==> src/rtl/regfile_wb_arbiter.sv <==
// Regfile write-port owner: merges ALU, LSU and MDU results onto a single registered
// write port and tracks long-latency destinations in a busy-bit scoreboard.
module regfile_wb_arbiter #(
   parameter  int XLEN = 32,
   parameter  int NREG = 32,
   localparam int AW   = $clog2(NREG)
) (
   input  logic            clk_i,
   input  logic            rst_i,
   input  logic            alu_valid_i,
   input  logic [AW-1:0]   alu_rd_addr_i,
   input  logic [XLEN-1:0] alu_rd_data_i,
   input  logic            lsu_valid_i,
   output logic            lsu_ready_o,
   input  logic [AW-1:0]   lsu_rd_addr_i,
   input  logic [XLEN-1:0] lsu_rd_data_i,
   input  logic            mdu_valid_i,
   output logic            mdu_ready_o,
   input  logic [AW-1:0]   mdu_rd_addr_i,
   input  logic [XLEN-1:0] mdu_rd_data_i,
   input  logic            issue_valid_i,
   input  logic [AW-1:0]   issue_rd_i,
   output logic            issue_ready_o,
   input  logic [AW-1:0]   rs1_addr_i,
   input  logic [AW-1:0]   rs2_addr_i,
   output logic            rs1_busy_o,
   output logic            rs2_busy_o,
   output logic            rd_wren_o,
   output logic [AW-1:0]   rd_addr_o,
   output logic [XLEN-1:0] rd_data_o
);

   // Handshake: a slow source holds valid/addr/data stable until ready; a transfer
   // happens on any edge where valid & ready, and ready is never raised without valid.
   logic            r_wren;
   logic [AW-1:0]   r_addr;
   logic [XLEN-1:0] r_data;
   logic            r_from_slow;
   logic            r_last_mdu;
   logic [NREG-1:1] r_busy;

   logic            w_lsu_grant;
   logic            w_mdu_grant;
   logic            w_accept;
   logic            w_sel_slow;
   logic [AW-1:0]   w_sel_addr;
   logic [XLEN-1:0] w_sel_data;
   logic [NREG-1:0] w_busy_full;
   logic            w_issue_fire;
   logic            w_clear;
   logic [NREG-1:1] w_busy_nx;

   assign w_lsu_grant = ~rst_i & ~alu_valid_i & lsu_valid_i & (~mdu_valid_i | r_last_mdu);
   assign w_mdu_grant = ~rst_i & ~alu_valid_i & mdu_valid_i & (~lsu_valid_i | ~r_last_mdu);
   assign w_accept    = alu_valid_i | w_lsu_grant | w_mdu_grant;

   assign lsu_ready_o = w_lsu_grant;
   assign mdu_ready_o = w_mdu_grant;

   always_comb begin
      w_sel_slow = 1'b0;
      w_sel_addr = alu_rd_addr_i;
      w_sel_data = alu_rd_data_i;
      if (!alu_valid_i && w_lsu_grant) begin
         w_sel_slow = 1'b1;
         w_sel_addr = lsu_rd_addr_i;
         w_sel_data = lsu_rd_data_i;
      end else if (!alu_valid_i && w_mdu_grant) begin
         w_sel_slow = 1'b1;
         w_sel_addr = mdu_rd_addr_i;
         w_sel_data = mdu_rd_data_i;
      end
   end

   // Bit 0 is hardwired clear so x0 always reads idle and is always issuable.
   assign w_busy_full   = {r_busy, 1'b0};
   assign issue_ready_o = ~w_busy_full[issue_rd_i];
   assign rs1_busy_o    = w_busy_full[rs1_addr_i];
   assign rs2_busy_o    = w_busy_full[rs2_addr_i];

   assign w_issue_fire = issue_valid_i & issue_ready_o & (issue_rd_i != '0);
   assign w_clear      = r_wren & r_from_slow;

   // Clear is applied before set so a same-edge set on the same register wins.
   always_comb begin
      w_busy_nx = r_busy;
      for (int i = 1; i < NREG; i++) begin
         if (w_clear && r_addr == AW'(i)) w_busy_nx[i] = 1'b0;
         if (w_issue_fire && issue_rd_i == AW'(i)) w_busy_nx[i] = 1'b1;
      end
   end

   always_ff @(posedge clk_i) begin
      if (rst_i) begin
         r_wren      <= 1'b0;
         r_addr      <= '0;
         r_data      <= '0;
         r_from_slow <= 1'b0;
         r_last_mdu  <= 1'b1;
         r_busy      <= '0;
      end else begin
         r_wren      <= w_accept & (w_sel_addr != '0);
         r_addr      <= w_sel_addr;
         r_data      <= w_sel_data;
         r_from_slow <= w_sel_slow & w_accept;
         if (w_lsu_grant)      r_last_mdu <= 1'b0;
         else if (w_mdu_grant) r_last_mdu <= 1'b1;
         r_busy      <= w_busy_nx;
      end
   end

   assign rd_wren_o = r_wren;
   assign rd_addr_o = r_addr;
   assign rd_data_o = r_data;

endmodule

==> config.mk <==
export PLATFORM = sky130hd
export DESIGN_NAME = regfile_wb_arbiter
export DESIGN_NICKNAME = d
export VERILOG_FILES = /design/src/rtl/regfile_wb_arbiter.sv
export SDC_FILE = /design/constraint.sdc
export NUM_CORES = 1
export LEC_CHECK = 0
export CAP_MARGIN = 10
export CORE_MARGIN = 2
export CORE_UTILIZATION = 35
export CTS_BUF_LIST = sky130_fd_sc_hd__clkbuf_4
export CTS_CLUSTER_DIAMETER = 50
export DETAILED_ROUTE_END_ITERATION = 10
export PLACE_DENSITY_LB_ADDON = 0.12
export SYNTH_ARGS = -nofsm -noshare
export SYNTH_HDL_FRONTEND = slang
export SYNTH_SLANG_ARGS = --single-unit
==> constraint.sdc <==
create_clock -name clk_i -period 5.6 [get_ports clk_i]
set_clock_uncertainty 0.1 [all_clocks]
set_input_delay 1.12 -clock clk_i [delete_from_list [all_inputs] [get_ports clk_i]]
set_output_delay 1.12 -clock clk_i [all_outputs]
set_load 0.1 [all_outputs]
==> results of run 1 <==
-- logic make-up after synthesis --
group                  share of synthesized area (%)
AND/OR/NAND/NOR                                 18.5
multiplexers                                    16.4
flip-flops                                      36.4
AO/OA/AOI/OAI                                   23.6
buffers and inverters                           5.16
-- metrics by stage --
stage | util, % | worst slack (ns)
after floorplan | - | 1.36
after global placement | 52.5 | 0.931
after detailed placement | 52.5 | 0.848
after CTS | 53.9 | 0.842
after global routing | 53.9 | 0.773
final | 53.9 | 0.889
-- path summary, 6_finish.rpt --
kind	start	depth (start not counted)	slack [ns]	endpoint
max	rs2_addr_i[0]	5	0.89	rs2_busy_o
min	r_last_mdu$_SDFFE_PP1P_	2	0.45	r_last_mdu$_SDFFE_PP1P_
max reg2reg	r_last_mdu$_SDFFE_PP1P_	7	3.26	rd_wren_o$_SDFF_PP0_
min reg2reg	r_last_mdu$_SDFFE_PP1P_	2	0.45	r_last_mdu$_SDFFE_PP1P_
-- area by class of cell --
class	instances	share of cell area [%]
clock buffers	9	1.15
clock inverters	7	1.49
inverters	9	0.576
multi-input cells	316	38.9
flip-flops and latches	71	24.2
well taps	140	2.99
repair buffers	178	30.6
-- synth_stat cells (all sizes together) (6+ instances only) --
cell and count:
nand3 7, o31ai 31, a311oi 32, clkbuf 29, mux4 22, nand2 82, buf 8, o211ai 28
mux2i 8, nand3b 7, o311ai 7, nor2 39, inv 6, nand2b 9, o21ai 7, dfxtp 71
-- report_power, final --
group          total, uW  leakage, uW  internal, uW  switching [uW]
registers            545     0.000583           529            16.2
logic                411      0.00144           155             256
clock network        374    0.0000770           177             197
total               1330      0.00210           862             469
-- state kept, by name, indices dropped and copies added (netlist names) --
name         count
rd_data_o       32
rd_wren_o        1
r_busy          31
r_from_slow      1
r_last_mdu       1
rd_addr_o        5
-- critical path, stage by stage --
cell,delay [ns]
clkdlybuf4s50_1,0.80
mux4_2,0.58
mux4_2,0.48
mux2_2,0.27
buf_4,0.23
-- routing by layer --
layer	track usage [%]	vias to the layer above
met5	0	-
met4	10.4	0
met3	8.00	29
met2	44.0	203
met1	26.4	1926
li1	-	1949
==> impl_metrics.py, run 1 <==
metrics = {
    "global_route": {
        "antenna_found_initial": 0,
        "grt_pass1_wl_um": 22300,
        "grt_start_max_net_pins": 71,
        "grt.overflow.total": 0,
        "grt_use_total_pct": 24.5,
        "grt_pass1_vias": 4235,
    },
    "sta": {
        "slew_headroom_pct": 26.8,
        "period_needed_ns": 4.71,
        "holdWs_ns": 0.451,
        "setup_viol": 0,
        "tightest_slew_ns": 1.10,
        "min_period_over_period_pct": 84.1,
        "tns_ns": 0,
        "slew_violations": 0,
        "hold_viol": 0,
        "fmax_ghz": 0.212,
        "rsz0062_at_grt": "no",
    },
    "die": {
        "die_w_um": 110,
        "dieArea_um2": 12000,
        "ios": 175,
        "coreArea_um2": 10900,
        "die_y_um": 110,
        "start_util_pct": 35.9,
        "rows": 38,
    },
    "clock_tree": {
        "clk_pin_slew_ns": 0.12,
        "cts_buffers": 9,
        "holdBufCountCts": 0,
        "htree_levels": 3,
        "cts_setup_buffers": 0,
        "cts-root-buf": "clkbuf_4",
        "clkLatencyLatePin_ns": 0.44,
        "clkSinkCount": 71,
        "tritoncts": "yes",
        "cts_resized": 0,
        "cts_max_path_buffers": 2,
    },
    "synthesis": {
        "synthDistinctLibCells": 38,
        "synth_edf_count": 0,
        "synth.area.top_cells": "dfxtp_1, mux4_2, nand2_1",
        "synth_top_area_share_pct": 36.4,
        "synth_warnings": 0,
        "ys_seq_area_share_pct": 36.4,
        "yosysTopAreaCell": "dfxtp_1",
        "synth_seq_cells": 71,
        "syn_nets": 565,
        "ys.flop_type": "dfxtp_1",
        "synth_area_um2": 3910,
        "synthCells": 433,
        "async_flop_share_pct": 0,
        "syn_area_per_cell_um2": 9.02,
    },
    "cells_and_area": {
        "multi_input_area_um2": 2280,
        "antenna_cells": 0,
        "area_delta_synth_final_pct": 50.2,
        "fillCellCount": 1011,
        "layout_common_cells": "clkdlybuf4s50_1, nand2_1, dfxtp_1",
        "finalInstanceArea_um2": 5870,
        "regArea_um2": 1420,
        "layout-drive-gt1-share_pct": 9.49,
        "nNetsFinal": 717,
        "layout_commonest_cell": "clkdlybuf4s50_1",
        "stdcell_count": 730,
    },
    "drt": {
        "top_layer_used": "met4",
        "num_vias": 4107,
        "drt_iter0_drc": 161,
        "post-route-drc-count": 0,
        "dr.pass1.iters": 4,
        "wirelength_met1_um": 5270,
        "ant_nets": 0,
        "finalWirelength_um": 14200,
        "route.met3.wl_um": 1330,
        "vias_per_cell": 5.63,
        "wl_per_cell_um": 19.4,
        "met2_length_um": 7220,
    },
    "status": {
        "status": "completed",
    },
    "placed_design": {
        "gp_congestion": 0.929,
        "portBuffers": 174,
        "placedCellCount": 714,
        "dpl.hpwl_um": 10900,
        "place_area_um2": 5710,
    },
    "pwr": {
        "p_leak_uw": 0.00210,
        "ir_worst_vdd_v": 0.000135,
        "total_power_uw": 1330,
        "power.density_nw_per_um2": 227,
    },
    "setup_path": {
        "required_ns": 4.38,
        "cp_data_arrival_time_ns": 3.49,
        "crit_fanout": 9,
        "path_class": "in -> out",
        "cp-start-kind": "input pin",
        "cp-end-kind": "output pin",
    },
    "job": {
        "cap_violations": 0,
    },
    "hold_path": {
        "hold_class": "reg -> reg",
    },
}
No activity file was read; power rests on OpenSTA's default activity.
==> inputs of run 2 (changes only) <==
- clock period: 5.6 -> 4.9 ns (I/O delays scaled with it)
==> run 2 against run 1 <==
Wire length is 2.7% lower. Register-to-register slack lost 0.87 ns. Clock power about the same. Design area grew 0.41%. Setup slack worse by 0.41 ns. Flip-flop and latch count unchanged. Critical endpoint is now rs1_busy_o.
==> impl_metrics.py, run 2 (same netlist as run 1, synthesis figures left out) <==
metrics = {
    "status": {
        "status": "completed",
    },
    "setup_path": {
        "required_ns": 3.82,
        "path_class": "in -> out",
        "reg2regPathDepth": 7,
        "crit_fanout": 9,
        "cp_data_arrival_time_ns": 3.34,
        "cp-end-kind": "output pin",
        "cp-start-kind": "input pin",
    },
    "drt": {
        "drt_iter0_drc": 180,
        "num_vias": 4103,
        "finalWirelength_um": 13800,
        "post-route-drc-count": 0,
        "ant_nets": 0,
        "wl_per_cell_um": 18.8,
        "vias_per_cell": 5.60,
        "dr.pass1.iters": 5,
    },
    "clock_tree": {
        "cts_resized": 0,
        "clkSinkCount": 71,
        "clkLatencyLatePin_ns": 0.43,
        "htree_levels": 3,
        "cts-root-buf": "clkbuf_4",
        "tritoncts": "yes",
        "cts_buffers": 9,
        "cts_setup_buffers": 0,
        "holdBufCountCts": 0,
        "cts_max_path_buffers": 2,
        "clk_pin_slew_ns": 0.12,
    },
    "cells_and_area": {
        "area_delta_synth_final_pct": 50.8,
        "layout-drive-gt1-share_pct": 10.1,
        "layout_common_cells": "clkdlybuf4s50_1, nand2_1, dfxtp_1",
        "fin_util_pct": 54.1,
        "layout_commonest_cell": "clkdlybuf4s50_1",
        "largest_reg_flops": 32,
        "antenna_cells": 0,
        "fillCellCount": 1037,
        "stdcell_count": 733,
        "multi_input_area_um2": 2280,
        "nNetsFinal": 720,
        "finalInstanceArea_um2": 5890,
        "regArea_um2": 1420,
    },
    "global_route": {
        "grt_pass1_wl_um": 21400,
        "grt_use_total_pct": 23.5,
        "antenna_found_initial": 0,
        "grt_start_max_net_pins": 71,
        "grt_pass1_vias": 4095,
        "grt.overflow.total": 0,
    },
    "sta": {
        "slew_violations": 0,
        "hold_viol": 0,
        "rsz0062_at_grt": "no",
        "tightest_slew_ns": 1.04,
        "min_period_over_period_pct": 90.1,
        "slew_headroom_pct": 30.3,
        "setup_viol": 0,
        "fmax_ghz": 0.226,
        "tns_ns": 0,
        "period_needed_ns": 4.42,
    },
    "placed_design": {
        "dpl.hpwl_um": 10900,
        "gp_congestion": 0.947,
        "placedCellCount": 717,
        "place_area_um2": 5760,
        "portBuffers": 174,
    },
    "job": {
        "cap_violations": 0,
    },
    "pwr": {
        "comb_power_share_pct": 32.2,
        "ir_worst_vdd_v": 0.000120,
        "p_switching_uw": 532,
        "p_int_uw": 935,
        "swShare_pct": 36.2,
        "p_leak_uw": 0.00212,
        "power.density_nw_per_um2": 249,
        "p_seq_share_pct": 42.4,
        "pwr-share-clk_pct": 25.3,
        "total_power_uw": 1470,
    },
    "die": {
        "rows": 38,
        "coreArea_um2": 10900,
        "die_y_um": 110,
        "dieArea_um2": 12000,
        "ios": 175,
        "die_w_um": 110,
        "start_util_pct": 35.9,
    },
    "hold_path": {
        "hold_class": "reg -> reg",
        "worstHoldPathCells": 2,
    },
}
==> run 2: cell count changes in the layout (fill, tap and decap cells not counted) <==
cell and change:
buf_4 +1, clkinv_1 -1, bufinv_16 -1, buf_12 +2
clkinv_2 +2
==> run 2: final timing paths <==
| check | slack [ns] | start | end |
|---|---|---|---|
| min reg2reg | 0.44 | r_last_mdu$_SDFFE_PP1P_ | r_last_mdu$_SDFFE_PP1P_ |
| min | 0.44 | r_last_mdu$_SDFFE_PP1P_ | r_last_mdu$_SDFFE_PP1P_ |
| max reg2reg | 2.39 | r_last_mdu$_SDFFE_PP1P_ | rd_wren_o$_SDFF_PP0_ |
| max | 0.48 | rs1_addr_i[0] | rs1_busy_o |
==> run 2: power groups by stage <==
stage | sequential (uW) | combinational [uW] | clock [uW]
2_1_floorplan | 800 | 119 | 0
3_3_place_gp | 635 | 471 | 0
3_5_place_dp | 636 | 473 | 0
4_1_cts | 623 | 475 | 378
5_1_grt | 627 | 493 | 403
6_report | 623 | 472 | 372
==> run 2: area by class of cell <==
cell class                      count  share of cell area (%)
Clock buffer                        9                    1.15
Clock inverter                      7                    1.08
Inverter                            9                   0.573
Multi-Input combinational cell    316                    38.8
Sequential cell                    71                    24.1
Tap cell                          140                    2.97
Timing Repair Buffer              181                    31.3
==> run 2: worst max-delay path, stage by stage <==
cell and delay (ns):
clkdlybuf4s50_1 0.80, mux4_2 0.57, mux4_2 0.50, mux2_2 0.31, buf_12 0.17
==> run 2: metrics by stage <==
step           worst slack, ns  hold slack [ns]
2_1_floorplan            0.940            0.375
3_3_place_gp             0.541            0.400
3_5_place_dp             0.465            0.409
4_1_cts                  0.461            0.444
5_1_grt                  0.362            0.483
6_report                 0.484            0.441
==> run 2: per-layer routing <==
metal / vias to the layer above / GRT usage (%) / wire [um]
met5: - / 0 / 0
met4: 0 / 11.2 / 406
met3: 32 / 6.70 / 1090
met2: 191 / 41.3 / 6950
met1: 1925 / 26.1 / 5350
li1: 1955 / - / -
